## config.mk

```make
export PLATFORM = sky130hd
export DESIGN_NAME = gemm_tile_scheduler
export DESIGN_NICKNAME = d
export VERILOG_FILES = /design/src/rtl/gemm_tile_scheduler.sv
export SDC_FILE = /design/constraint.sdc
export NUM_CORES = 1
export LEC_CHECK = 0
export CORE_MARGIN = 2
export CORE_UTILIZATION = 30
export DETAILED_ROUTE_END_ITERATION = 16
export SYNTH_ARGS = -nofsm -noshare
export SYNTH_HDL_FRONTEND = slang
export SYNTH_SLANG_ARGS = --single-unit
```

## constraint.sdc

```tcl
create_clock -name clk -period 2.6 [get_ports clk]
set_clock_uncertainty 0.1 [all_clocks]
set_input_delay 0.39 -clock clk [delete_from_list [all_inputs] [get_ports clk]]
set_output_delay 0.39 -clock clk [all_outputs]
set_load 0.005 [all_outputs]
```

## src/rtl/gemm_tile_scheduler.sv

```systemverilog
// Tile-loop controller for one GEMM job: walks weight/tensor/K loops, issues
// multiply requests, waits for completion and holds off for the result drain.
module gemm_tile_scheduler #(
  parameter int S2P_SIZE = 4,
  parameter int K_W      = 12,
  parameter int T_W      = 13,
  parameter int W_W      = 8
) (
  input  logic           clk,
  input  logic           rstn,
  input  logic           start,
  input  logic           abort,
  input  logic [K_W-1:0] k_last,
  input  logic [T_W-1:0] t_tiles,
  input  logic [W_W-1:0] w_tiles,
  output logic           mul_start,
  input  logic           mul_done,
  output logic [K_W-1:0] k_idx,
  output logic [T_W-1:0] t_idx,
  output logic [W_W-1:0] w_idx,
  output logic           tensor_done,
  output logic           weight_done,
  output logic           busy,
  output logic           job_done
);

  // state  | meaning
  // IDLE   | waiting for start, descriptor may change freely
  // ISSUE  | one-cycle multiply request for current (k,t,w)
  // WAIT   | waiting for the multiplier completion pulse
  // DRAIN  | result shift-out window after the last chunk of a tile
  // DONE   | one-cycle job completion
  typedef enum logic [2:0] {S_IDLE, S_ISSUE, S_WAIT, S_DRAIN, S_DONE} state_t;

  localparam int DN = S2P_SIZE * S2P_SIZE;
  localparam int DW = (DN > 1) ? $clog2(DN) : 1;

  state_t         state_q, state_d;
  logic [K_W-1:0] k_q, k_d, kl_q, kl_d;
  logic [T_W-1:0] t_q, t_d, tt_q, tt_d;
  logic [W_W-1:0] w_q, w_d, wt_q, wt_d;
  logic [DW-1:0]  drain_q, drain_d;

  logic t_at_last, w_at_last;

  assign t_at_last = (t_q == tt_q - T_W'(1));
  assign w_at_last = (w_q == wt_q - W_W'(1));

  always_ff @(posedge clk or negedge rstn) begin
    if (!rstn) begin
      state_q <= S_IDLE;
      k_q     <= '0;
      t_q     <= '0;
      w_q     <= '0;
      kl_q    <= '0;
      tt_q    <= '0;
      wt_q    <= '0;
      drain_q <= '0;
    end else begin
      state_q <= state_d;
      k_q     <= k_d;
      t_q     <= t_d;
      w_q     <= w_d;
      kl_q    <= kl_d;
      tt_q    <= tt_d;
      wt_q    <= wt_d;
      drain_q <= drain_d;
    end
  end

  always_comb begin
    state_d = state_q;
    k_d     = k_q;
    t_d     = t_q;
    w_d     = w_q;
    kl_d    = kl_q;
    tt_d    = tt_q;
    wt_d    = wt_q;
    drain_d = drain_q;

    case (state_q)
      S_IDLE: begin
        if (start) begin
          kl_d    = k_last;
          tt_d    = t_tiles;
          wt_d    = w_tiles;
          k_d     = '0;
          t_d     = '0;
          w_d     = '0;
          state_d = (t_tiles == '0 || w_tiles == '0) ? S_DONE : S_ISSUE;
        end
      end
      S_ISSUE: state_d = S_WAIT;
      S_WAIT: begin
        if (mul_done) begin
          if (k_q < kl_q) begin
            k_d     = k_q + K_W'(1);
            state_d = S_ISSUE;
          end else begin
            k_d     = '0;
            drain_d = DW'(DN - 1);
            state_d = S_DRAIN;
          end
        end
      end
      S_DRAIN: begin
        if (drain_q == '0) begin
          if (t_at_last && w_at_last) begin
            state_d = S_DONE;
          end else begin
            if (t_at_last) begin
              t_d = '0;
              w_d = w_q + W_W'(1);
            end else begin
              t_d = t_q + T_W'(1);
            end
            state_d = S_ISSUE;
          end
        end else begin
          drain_d = drain_q - DW'(1);
        end
      end
      S_DONE: begin
        k_d     = '0;
        t_d     = '0;
        w_d     = '0;
        state_d = S_IDLE;
      end
      default: state_d = S_IDLE;
    endcase

    if (abort) begin
      state_d = S_IDLE;
      k_d     = '0;
      t_d     = '0;
      w_d     = '0;
      drain_d = '0;
    end
  end

  // Pulses are suppressed combinationally in an abort cycle.
  assign mul_start   = (state_q == S_ISSUE) && !abort;
  assign tensor_done = mul_start && (k_q == '0) && t_at_last;
  assign weight_done = tensor_done && w_at_last;
  assign job_done    = (state_q == S_DONE) && !abort;
  assign busy        = (state_q != S_IDLE);
  assign k_idx       = k_q;
  assign t_idx       = t_q;
  assign w_idx       = w_q;

endmodule

```

==> results.sh <==
export IMPL_nFillCells=1397
export IMPL_synth_area_um2=4650
export IMPL_hp_start="kl_q[0]"
export IMPL_drt_total_wl_mm=14.8
export IMPL_holdPathStages=1
export IMPL_cts_sinks=73
export IMPL_switching_share=0.325
export IMPL_finalCritPeriodShare=1.13
export IMPL_setup_ws_ps=-333
export IMPL_drc=0
export IMPL_final_cell_mix="buf_4 (95), dfrtp_1 (72), clkdlybuf4s50_1 (72), nand2_1 (42), o21ai_0 (24)"
export IMPL_die_area_um2=16500
export IMPL_grt_pass1_wl_mm=23.8
export IMPL_power_leakage_nw=3.05
export IMPL_setup_violations=23
export IMPL_cp_arrival_ps=2440
export IMPL_hold_path_class="flip-flop to flip-flop"
export IMPL_r2r_end="w_idx[6]"
export IMPL_rsz0062_at_grt="yes"
export IMPL_diodes=0
export IMPL_rr_startpoint="tt_q[1]"
export IMPL_met1_usage=0.234
export IMPL_ios=76
export IMPL_slew_viol_final=0
export IMPL_critical_path_required_ps=2110
export IMPL_wl_per_cell_um=16.9
export IMPL_maxCapViolCount=0
export IMPL_avgSynthCellArea_um2=9.25
export IMPL_fin_crit_ps=2930
export IMPL_r2r_cells=11
export IMPL_numCtsBuffers=9
export IMPL_vias=4649
export IMPL_synth_top_cell_area_share=0.393
export IMPL_fp_dieW_um=129
export IMPL_use_met2=0.302
export IMPL_final_antenna_net_count=0
export IMPL_rows=45
export IMPL_final_common_cell="buf_4"
export IMPL_hpwl_mm=10.6
export IMPL_via_per_inst=5.28
export IMPL_ir_worst_vdd_v=0.000362
export IMPL_gr_total_overflow=0
export IMPL_criticalPathCategory="flip-flop to output port"
export IMPL_clk_latency_ps=350
export IMPL_failed_checks="negative setup slack"
export IMPL_syn_nets=559
export IMPL_drtIter0Drc=385
export IMPL_synth_seq_cells=73
export IMPL_hold_viol=0
export IMPL_h_tree_depth=3
export IMPL_internal_power_mw=2.76
export IMPL_p_sw_mw=1.33
export IMPL_pwr_density_cell_nw_per_um2=566
export IMPL_grt_busiest_layer="met2"
export IMPL_design_core_area_um2=15200
export IMPL_start_kind="flip-flop"
export IMPL_grt_use_total=0.183
export IMPL_yosys_warnings=0
export IMPL_tightest_slew_ps=817
export IMPL_clk_pin_slew_ps=60
export IMPL_hold_ws_ps=415
export IMPL_first_pass_iters=4
export IMPL_gp_congestion=0.857
export IMPL_cts_tree="done"
export IMPL_syn2layout_area_growth_pct=55.3
export IMPL_cp_max_fo=3
export IMPL_start_util=0.306
export IMPL_max_slew_margin=0.452
export IMPL_cts_path_max_buffers=2
export IMPL_grt_max_degree=74
export IMPL_die_h_um=129
export IMPL_status="complete, but fails checks"
export IMPL_hold_end="kl_q[0]"
export IMPL_synthFlopType="dfrtp_1"
export IMPL_synthCells=503
export IMPL_synth_largest_area_cell="dfrtp_1"
export IMPL_combPwrFrac=0.348
export IMPL_ys_seq_area_frac=0.393
export IMPL_yosys_top_cells_area="dfrtp_1 (39%), ha_1 (4.8%), mux2_2 (4.1%)"
export IMPL_place_ws_ps=-397
export IMPL_nNetsFinal=743
export IMPL_max_freq_ghz=0.341
export IMPL_cp_end_kind="output port"
export IMPL_antenna_found_initial=0
export IMPL_grt_pass1_vias=4644
export IMPL_cts_root_buffer="clkbuf_16"
export IMPL_grtUsageMet3=0.0478
export IMPL_io_buffers=75
export IMPL_seq_power_share=0.340
export IMPL_synthArstFlopShare=1.00
export IMPL_r2r_slack_ps=-280
export IMPL_yosys_cell_types_count=65
export IMPL_drive_gt1_frac=0.315
export IMPL_p_clk_frac=0.312
export IMPL_synth_edf_count=0
logic make-up after synthesis:
group,count (synthesis),share of synthesized area
AND/OR/NAND/NOR,187,0.223
multiplexers,21,0.0497
buffers and inverters,45,0.0422
flip-flops,73,0.393
adder cells (fa/ha/maj),18,0.0484
AO/OA/AOI/OAI,126,0.182
XOR/XNOR,33,0.0621
metrics by stage:
stage | utilization | cells | power (mW) | instance area [µm²] | setup TNS (ps)
2_1_floorplan | - | 503 | 2.04 | 4660 | 0
3_3_place_gp | 0.413 | 840 | 2.56 | 6280 | -4470
3_5_place_dp | 0.413 | 840 | 2.59 | 6280 | -5130
4_1_cts | 0.458 | 871 | 4.01 | 6960 | -4550
5_1_grt | 0.475 | 880 | 4.32 | 7230 | -7240
6_report | 0.475 | 880 | 4.09 | 7230 | -4790
area by class of cell:
cell class | count | area [µm²] | share of cell area
clock buffer | 11 | 243 | 0.0336
clock inverter | 5 | 55.1 | 0.00762
inverter | 26 | 97.6 | 0.0135
multi-input combinational | 387 | 3060 | 0.424
sequential | 73 | 1830 | 0.253
tap | 188 | 235 | 0.0326
timing repair buffer | 190 | 1700 | 0.236
power by group through the flow:
stage | Combinational (mW) | Sequential [mW] | Clock [mW]
after floorplan | 0.645 | 1.39 | 0
after global placement | 1.17 | 1.39 | 0
after detailed placement | 1.20 | 1.39 | 0
after CTS | 1.32 | 1.38 | 1.31
after global routing | 1.56 | 1.41 | 1.36
final | 1.42 | 1.39 | 1.28
what timing repair did:
item	4_1_cts	5_1_grt
endpoints found under the setup margin	23	31
gates cloned	3	1
hold buffers	1	0
endpoints found under the hold margin	50	0
gates resized for setup	60	49
setup buffers	16	9
pin swaps	31	22
synthesized netlist by cell type, drive strengths merged (2+ instances only):
cell type and n:
o21bai 2, buf 9, or3 7, nand3 21, a31o 2, nor3 14, and2 6, nand2 44
inv 26, a21boi 3, nor4 13, mux2i 4, a21oi 26, o211ai 5, a2bb2oi 2, nand2b 2
o21a 3, a211oi 6, o211a 2, nand4 14, xor2 19, a21o 4, o31ai 13, nor3b 3
or4 15, and3 5, and4 6, mux2 17, o311ai 2, o22ai 3, ha 18, a31oi 3
nor2b 6, o41ai 2, nor4b 3, clkbuf 10, xnor2 14, nor2 25, a221oi 2, o311a 2
dfrtp 73, o2111ai 2, o21ai 34
per-layer routing:
layer / wire [µm] / vias up
met3: 570 / 21
met5: 0 / -
met1: 6640 / 2259
met4: 346 / 0
li1: - / 2254
met2: 7290 / 115
registers in the layout (all words and copies together), names as in the netlist:
register  cells
wt_q          8
kl_q         12
tt_q         13
state_q       3
t_idx        13
drain_q       4
k_idx        12
w_idx         8
worst max-delay path: stages, from the launching register on:
cell and delay [ps]:
dfrtp_1 380, buf_6 120, buf_6 110, nor4_4 340, buf_4 200, a221o_1 190, o311ai_4 140, buf_4 170
o221ai_4 160, buf_6 140, nor2_4 30, buf_2 110
worst max path at each step:
stage                  from          end  slack [ps]  depth (start not counted)
finish              tt_q[1]  tensor_done        -330                         11
global placement    tt_q[0]  tensor_done        -380                          8
global route        tt_q[1]  tensor_done        -420                         11
detailed placement  tt_q[0]  tensor_done        -400                          8
floorplan           wt_q[0]     t_idx[2]          40                         10
CTS                 tt_q[1]  tensor_done        -370                          9
Power figures use the tool's default switching activity.
